<file path="src/rtl/game_pkg.sv">
// rtl/game_pkg.sv - shared geometry and game-mode constants for obstacle and game logic
// Purpose: common field widths, screen bounds and gamemode encodings.
// Ports: none (package).
package game_pkg;

  localparam int NUM_OBS     = 10;
  localparam int X_FIELD_W   = 10;
  localparam int Y_FIELD_W   = 9;
  localparam int X_SLOT_W    = 2 * X_FIELD_W;
  localparam int Y_SLOT_W    = 2 * Y_FIELD_W;

  localparam int UPPER_BOUND = 120;
  localparam int LOWER_BOUND = 360;
  localparam int SCREEN_W    = 640;

  localparam logic [1:0] MODE_INIT  = 2'b00;
  localparam logic [1:0] MODE_PLAY  = 2'b01;
  localparam logic [1:0] MODE_PAUSE = 2'b10;
  localparam logic [1:0] MODE_OVER  = 2'b11;

endpackage

</file>
<file path="src/rtl/obs_lfsr.sv">
// rtl/obs_lfsr.sv - 16-bit Fibonacci LFSR driving obstacle randomisation
// Purpose: free-running pseudo-random source, advances every clock.
// Ports:
//   clk   in   game clock
//   rst_n in   asynchronous active-low reset, loads SEED
//   state out  current 16-bit LFSR value
module obs_lfsr #(
  parameter logic [15:0] SEED = 16'hACE1
) (
  input  logic        clk,
  input  logic        rst_n,
  output logic [15:0] state
);

  logic [15:0] state_q;
  logic [15:0] state_d;

  // Taps 16,14,13,11 of a right-shifting register sit at bits 0,2,3,5.
  // A non-zero seed can never reach the all-zero lock-up state.
  always_comb begin
    state_d = {state_q[0] ^ state_q[2] ^ state_q[3] ^ state_q[5], state_q[15:1]};
  end

  always_ff @(posedge clk or negedge rst_n) begin
    if (!rst_n) begin
      state_q <= SEED;
    end else begin
      state_q <= state_d;
    end
  end

  assign state = state_q;

endmodule

</file>
<file path="src/rtl/obstacle_manager.sv">
// rtl/obstacle_manager.sv - spawns, scrolls and retires obstacles, counts retirements
// Purpose: owns NUM_OBS obstacle slots and publishes them as packed buses.
// Ports:
//   clk        in   game clock
//   rst_n      in   asynchronous active-low reset
//   gamemode   in   00 init, 01 play, 10 pause, 11 over
//   obstacle_x out  slot k: [k*20 +: 10] left, [k*20+10 +: 10] right
//   obstacle_y out  slot k: [k*18 +: 9] top, [k*18+9 +: 9] bottom
//   passed_cnt out  obstacles retired since the last init
module obstacle_manager
  import game_pkg::*;
#(
  parameter int          NUM_OBS       = game_pkg::NUM_OBS,
  parameter int          SCREEN_W      = game_pkg::SCREEN_W,
  parameter int          UPPER_BOUND   = game_pkg::UPPER_BOUND,
  parameter int          LOWER_BOUND   = game_pkg::LOWER_BOUND,
  parameter int          OBS_W         = 40,
  parameter int          MIN_H         = 40,
  parameter int          H_STEP        = 8,
  parameter int          SCROLL_SPEED  = 4,
  parameter int          SPAWN_MIN_GAP = 40,
  parameter logic [15:0] LFSR_SEED     = 16'hACE1
) (
  input  logic                          clk,
  input  logic                          rst_n,
  input  logic [1:0]                    gamemode,
  output logic [NUM_OBS*X_SLOT_W-1:0]   obstacle_x,
  output logic [NUM_OBS*Y_SLOT_W-1:0]   obstacle_y,
  output logic [15:0]                   passed_cnt
);

  // Counter must hold the largest reload, SPAWN_MIN_GAP + 31.
  localparam int CNT_W = $clog2(SPAWN_MIN_GAP + 32);

  localparam logic [X_FIELD_W-1:0] SPEED_X   = X_FIELD_W'(SCROLL_SPEED);
  localparam logic [X_FIELD_W-1:0] SPAWN_L   = X_FIELD_W'(SCREEN_W - OBS_W);
  localparam logic [X_FIELD_W-1:0] SPAWN_R   = X_FIELD_W'(SCREEN_W);
  localparam logic [Y_FIELD_W-1:0] UPPER_Y   = Y_FIELD_W'(UPPER_BOUND);
  localparam logic [Y_FIELD_W-1:0] LOWER_Y   = Y_FIELD_W'(LOWER_BOUND);
  localparam logic [Y_FIELD_W-1:0] MIN_H_Y   = Y_FIELD_W'(MIN_H);
  localparam logic [Y_FIELD_W-1:0] H_STEP_Y  = Y_FIELD_W'(H_STEP);
  localparam logic [CNT_W-1:0]     GAP_CNT   = CNT_W'(SPAWN_MIN_GAP);

  logic [X_FIELD_W-1:0] left_q  [NUM_OBS];
  logic [X_FIELD_W-1:0] left_d  [NUM_OBS];
  logic [X_FIELD_W-1:0] right_q [NUM_OBS];
  logic [X_FIELD_W-1:0] right_d [NUM_OBS];
  logic [Y_FIELD_W-1:0] top_q   [NUM_OBS];
  logic [Y_FIELD_W-1:0] top_d   [NUM_OBS];
  logic [Y_FIELD_W-1:0] bot_q   [NUM_OBS];
  logic [Y_FIELD_W-1:0] bot_d   [NUM_OBS];

  logic [15:0]      passed_cnt_q, passed_cnt_d;
  logic [CNT_W-1:0] spawn_cnt_q,  spawn_cnt_d;

  logic [15:0]          lfsr;
  logic [5:0]           lfsr_unused;
  logic [NUM_OBS-1:0]   empty_q;
  logic [NUM_OBS-1:0]   spawn_sel;
  logic                 free_found;
  logic [15:0]          retire_cnt;
  logic [Y_FIELD_W-1:0] new_h;
  logic [Y_FIELD_W-1:0] new_top;
  logic [Y_FIELD_W-1:0] new_bot;
  logic [CNT_W-1:0]     reload;

  obs_lfsr #(
    .SEED (LFSR_SEED)
  ) u_lfsr (
    .clk   (clk),
    .rst_n (rst_n),
    .state (lfsr)
  );

  assign lfsr_unused = {lfsr[15:13], lfsr[7:5]};

  // Spawn geometry from the current LFSR value: bit 0 picks the anchor edge,
  // bits 4:1 the height, bits 12:8 the extra spawn gap.
  always_comb begin
    new_h   = MIN_H_Y + H_STEP_Y * Y_FIELD_W'(lfsr[4:1]);
    new_top = lfsr[0] ? (LOWER_Y - new_h) : UPPER_Y;
    new_bot = lfsr[0] ? LOWER_Y : (UPPER_Y + new_h);
    reload  = GAP_CNT + CNT_W'(lfsr[12:8]);
  end

  // Free-slot search works on registered state, so a slot retiring this
  // clock still looks occupied and is only reused on the following clock.
  always_comb begin
    free_found = 1'b0;
    spawn_sel  = '0;
    for (int k = 0; k < NUM_OBS; k++) begin
      empty_q[k] = (left_q[k] == '0) && (right_q[k] == '0) &&
                   (top_q[k] == '0) && (bot_q[k] == '0);
      if (!free_found && empty_q[k]) begin
        spawn_sel[k] = 1'b1;
        free_found   = 1'b1;
      end
    end
  end

  always_comb begin
    left_d       = left_q;
    right_d      = right_q;
    top_d        = top_q;
    bot_d        = bot_q;
    passed_cnt_d = passed_cnt_q;
    spawn_cnt_d  = spawn_cnt_q;
    retire_cnt   = '0;

    case (gamemode)
      MODE_INIT: begin
        for (int k = 0; k < NUM_OBS; k++) begin
          left_d[k]  = '0;
          right_d[k] = '0;
          top_d[k]   = '0;
          bot_d[k]   = '0;
        end
        passed_cnt_d = '0;
        spawn_cnt_d  = GAP_CNT;
      end

      MODE_PLAY: begin
        for (int k = 0; k < NUM_OBS; k++) begin
          if (!empty_q[k]) begin
            if (right_q[k] <= SPEED_X) begin
              left_d[k]  = '0;
              right_d[k] = '0;
              top_d[k]   = '0;
              bot_d[k]   = '0;
              retire_cnt = retire_cnt + 16'd1;
            end else begin
              right_d[k] = right_q[k] - SPEED_X;
              // Left edge clips at the screen edge while the right edge is still visible.
              left_d[k]  = (left_q[k] > SPEED_X) ? (left_q[k] - SPEED_X) : '0;
            end
          end
        end
        passed_cnt_d = passed_cnt_q + retire_cnt;

        if (spawn_cnt_q != '0) begin
          spawn_cnt_d = spawn_cnt_q - CNT_W'(1);
        end else if (free_found) begin
          // The chosen slot was empty, so the scroll loop never touched it.
          for (int k = 0; k < NUM_OBS; k++) begin
            if (spawn_sel[k]) begin
              left_d[k]  = SPAWN_L;
              right_d[k] = SPAWN_R;
              top_d[k]   = new_top;
              bot_d[k]   = new_bot;
            end
          end
          spawn_cnt_d = reload;
        end
      end

      default: begin
      end
    endcase
  end

  always_ff @(posedge clk or negedge rst_n) begin
    if (!rst_n) begin
      for (int k = 0; k < NUM_OBS; k++) begin
        left_q[k]  <= '0;
        right_q[k] <= '0;
        top_q[k]   <= '0;
        bot_q[k]   <= '0;
      end
      passed_cnt_q <= '0;
      spawn_cnt_q  <= GAP_CNT;
    end else begin
      left_q       <= left_d;
      right_q      <= right_d;
      top_q        <= top_d;
      bot_q        <= bot_d;
      passed_cnt_q <= passed_cnt_d;
      spawn_cnt_q  <= spawn_cnt_d;
    end
  end

  for (genvar k = 0; k < NUM_OBS; k++) begin : g_pack
    assign obstacle_x[k*X_SLOT_W +: X_FIELD_W]             = left_q[k];
    assign obstacle_x[k*X_SLOT_W + X_FIELD_W +: X_FIELD_W] = right_q[k];
    assign obstacle_y[k*Y_SLOT_W +: Y_FIELD_W]             = top_q[k];
    assign obstacle_y[k*Y_SLOT_W + Y_FIELD_W +: Y_FIELD_W] = bot_q[k];
  end

  assign passed_cnt = passed_cnt_q;

endmodule

</file>
<file path="config.mk">
export PLATFORM = sky130hd
export DESIGN_NAME = obstacle_manager
export DESIGN_NICKNAME = d
export VERILOG_FILES = /design/src/rtl/game_pkg.sv /design/src/rtl/obs_lfsr.sv /design/src/rtl/obstacle_manager.sv
export SDC_FILE = /design/constraint.sdc
export NUM_CORES = 1
export LEC_CHECK = 0
export CORE_MARGIN = 4
export CORE_UTILIZATION = 53
export DETAILED_ROUTE_END_ITERATION = 6
export GPL_TIMING_DRIVEN = 0
export PLACE_DENSITY = 0.81
export SLEW_MARGIN = 20
export SYNTH_ARGS = -nofsm -noshare
export SYNTH_HDL_FRONTEND = slang
export SYNTH_SLANG_ARGS = --single-unit
</file>
<file path="constraint.sdc">
create_clock -name clk -period 11.4 [get_ports clk]
set_clock_uncertainty 0.1 [all_clocks]
set_input_delay 2.28 -clock clk [delete_from_list [all_inputs] [get_ports clk]]
set_output_delay 2.28 -clock clk [all_outputs]
set_load 0.01 [all_outputs]
</file>
==> impl_metrics.ini, run 1 <==
[routing]
wl_per_cell_um = 25.0
ant_nets = 0
drc = 0
wl_um = 84900
vias = 21800
via_per_inst = 6.43
dr.pass1.iters = 6
drt_iter0_drc = 2535

[yosys]
syn_inst = 2381
seq_area_frac_synth_pct = 48.9
yosys.area_share.simple_pct = 22.6
synth_top_family_by_area = simple AND/OR/NAND/NOR gates
synth_cell_types = 77
netlist_area_sq_um = 21500
synth-adder-area-share_pct = 4.58
avgSynthCellArea_sq_um = 9.02
ys_ff_latch = 419
synthArstFlopShare_pct = 100
yosys_most_used_dff = dfrtp_1
synth_compound_area_share_pct = 17.8
ys_warn_count = 0
synth_xor_area_share_pct = 2.57
synth-edff-count = 0
synth_mux_area_share_pct = 0.647

[cts]
hold_buffers = 0
cts_buffer_depth = 3
clock_sinks = 419
h-tree-depth = 2
cts_resized = 0
post_cts_buffers = 0
numCtsBuffers = 46
clk_latency_ps = 590
clock-root-buffer = clkbuf_16
clkTransAtPathRegs_ps = 60
cts_tree = done

[critical_path]
r2r_start = obstacle_x[2]
r2r_slack_ps = 1660
worstRegToRegCells = 44
cp_max_fo = 6
end_kind = flip-flop
cp.required_ps = 11760
cp_slowest_cell = nor4b_1
crit_type = flip-flop to flip-flop
critPathArrivalTime_ps = 10100
r2r_end = passed_cnt[14]
crit_path_frequent_cell = ha_1
max_stage_delay_ps = 470
start_kind = flip-flop

[sta]
setup_viol = 0
fin_hold_ws_ps = 251
rsz0062_at_grt = false
max_slew_margin_pct = 15.4
worstMarginPinSlew_ps = 1270
layout_min_cycle_time_ps = 9740
final_hold_viol_count = 0
max_freq_ghz = 0.103
finalCritPeriodShare_pct = 85.5
drv_slew = 0

[global_routing]
grt_use_total_pct = 37.4
grtUsageMet2_pct = 57.4
antenna_found_initial = 5
grt_pass1_wl_um = 127000
grtUsageMet1_pct = 48.8
use_met3_pct = 9.06
grt_pass1_vias = 21100
grt_max_degree = 99
grt-ovfl-total = 0
grt.busiest_layer = met2

[floorplanning]
dieArea_sq_um = 43800
fp-row-count = 73
fp.dieW_um = 209
start_util_pct = 53.8
io_pins = 400
core_sq_um = 39900
die_h_um = 209

[worst_hold_path]
hold_depth = 0
hold_path.class = flip-flop to flip-flop
min_from = u_lfsr.state[14]
whs_endpoint = u_lfsr.state[13]

[power]
p_per_area_nw_per_um2 = 283
leakage_nw = 12.3
ir_drop_v = 0.000229

[place]
portBuffers = 398
dp_hpwl_um = 60900
place_congestion = 0.969
dpl_cell_area_sq_um = 26300

[cells_and_area]
nNetsFinal = 2919
fillCellCount = 3028
final_cell_mix = 409 x dfrtp_1, 397 x clkdlybuf4s50_1, 353 x nand2_1
fin_area_sq_um = 27900
multi_input_area_sq_um = 10400
layout_commonest_cell = dfrtp_1
drive_gt1_share_pct = 4.84
area_delta_synth_final_pct = 30.1
seq_area_sq_um = 10500

[job]
drv_cap = 0

[run_status]
status = finished, final reports clean
[layer usage]
layer  routed length, um  vias to the layer above  part of all wire [%]
li1                    -                     9402                     -
met2               37800                     1508                    44
met5                  36                        -                 0.042
met4                5680                        4                   6.7
met3               10000                      337                    12
met1               31400                    10600                    37
[critical path, delay by kind of cell (launching register included)]
kind,cells,cell delay (ps)
compound gates,12,2220
xor+xnor,2,370
fa+ha+maj,10,2880
buf+inv,2,230
flops,1,450
mux,4,1250
simple gates,14,2090
[cell families (layout without fill, tap and decap cells)]
kind of cell	count (synthesis)	count (layout)
and+or+nand+nor	987	987
AOI/OAI and AO/OA	659	659
DFF	419	419
buffers and inverters	166	655
adders and majority gates	78	78
xor gates and xnor gates	58	58
muxes	13	13
other	1	6
[per-stage QoR]
| stage | util, % | setup slack [ps] | TNS (ps) | instances | power (mW) |
|---|---|---|---|---|---|
| global placement | 65.5 | -10300 | -4235440 | 3307 | 5.97 |
| CTS | 70.0 | 1850 | 0 | 3398 | 7.82 |
| floorplan | - | 3020 | 0 | 2384 | 4.75 |
| finish | 70.0 | 1660 | 0 | 3400 | 7.91 |
| detailed placement | 65.9 | 1930 | 0 | 3314 | 6.20 |
| global route | 70.0 | 1240 | 0 | 3399 | 8.40 |
[power by group]
part	internal, mW	switching [mW]	total [mW]
Combinational	1.74	2.50	4.24
Sequential	1.73	0.343	2.07
Clock	0.956	0.641	1.60
Total	4.43	3.48	7.91
[flip-flops by register name, summed over array words and instances (netlist names)]
signal	flops
passed_cnt	16
u_lfsr.state	16
obstacle_y	180
spawn_cnt_q	7
obstacle_x	200
[area by class of cell]
class                           count  share of cell area (%)
Sequential cell                   419                    37.6
Antenna cell                        2                  0.0179
Multi-Input combinational cell   1799                    37.3
Buffer                             86                    1.17
Clock inverter                     14                   0.622
Timing Repair Buffer              405                    14.8
Tap cell                          525                    2.35
Inverter                           80                    1.07
Clock buffer                       70                    5.14
[cell usage after synthesis (38+ instances only)]
cell type / count / area (sq um)
and2_1: 61 / 382
nor2b_1: 43 / 269
nor3_1: 62 / 310
o21ai_0: 325 / 1630
dfrtp_1: 409 / 10200
nand2_1: 353 / 1330
nor2_1: 188 / 706
ha_1: 77 / 963
or3_1: 38 / 238
a21oi_1: 138 / 691
nand3_1: 46 / 230
nor4_1: 60 / 375
clkbuf_1: 83 / 312
inv_1: 80 / 300
[worst max-delay path by stage]
stage | start | endpoint | slack, ps
final | obstacle_x[2] | passed_cnt[14] | 1660
after global placement | rst_n | obstacle_y[74] | -10300
after detailed placement | obstacle_x[35] | passed_cnt[14] | 1930
after CTS | obstacle_x[35] | passed_cnt[14] | 1850
after floorplan | obstacle_x[37] | passed_cnt[15] | 3020
after global routing | obstacle_x[32] | passed_cnt[14] | 1240
Power figures use the tool's default switching activity.
==> inputs of run 2 (changes only) <==
==> constraint.sdc (replaced) <==
create_clock -name clk -period 11.4 [get_ports clk]
set_clock_uncertainty 0.1 [all_clocks]
set_input_delay 2.28 -clock clk [delete_from_list [all_inputs] [get_ports clk]]
set_output_delay 2.28 -clock clk [all_outputs]
set_load 0.05 [all_outputs]
==> results of run 2 <==
The final DEF is identical to that of run 1. Status: finished, final reports clean.
Main changes from that run: total power 7.91 mW -> 8.63 mW; worst IR drop on VDD 0.000229 V -> 0.000241 V
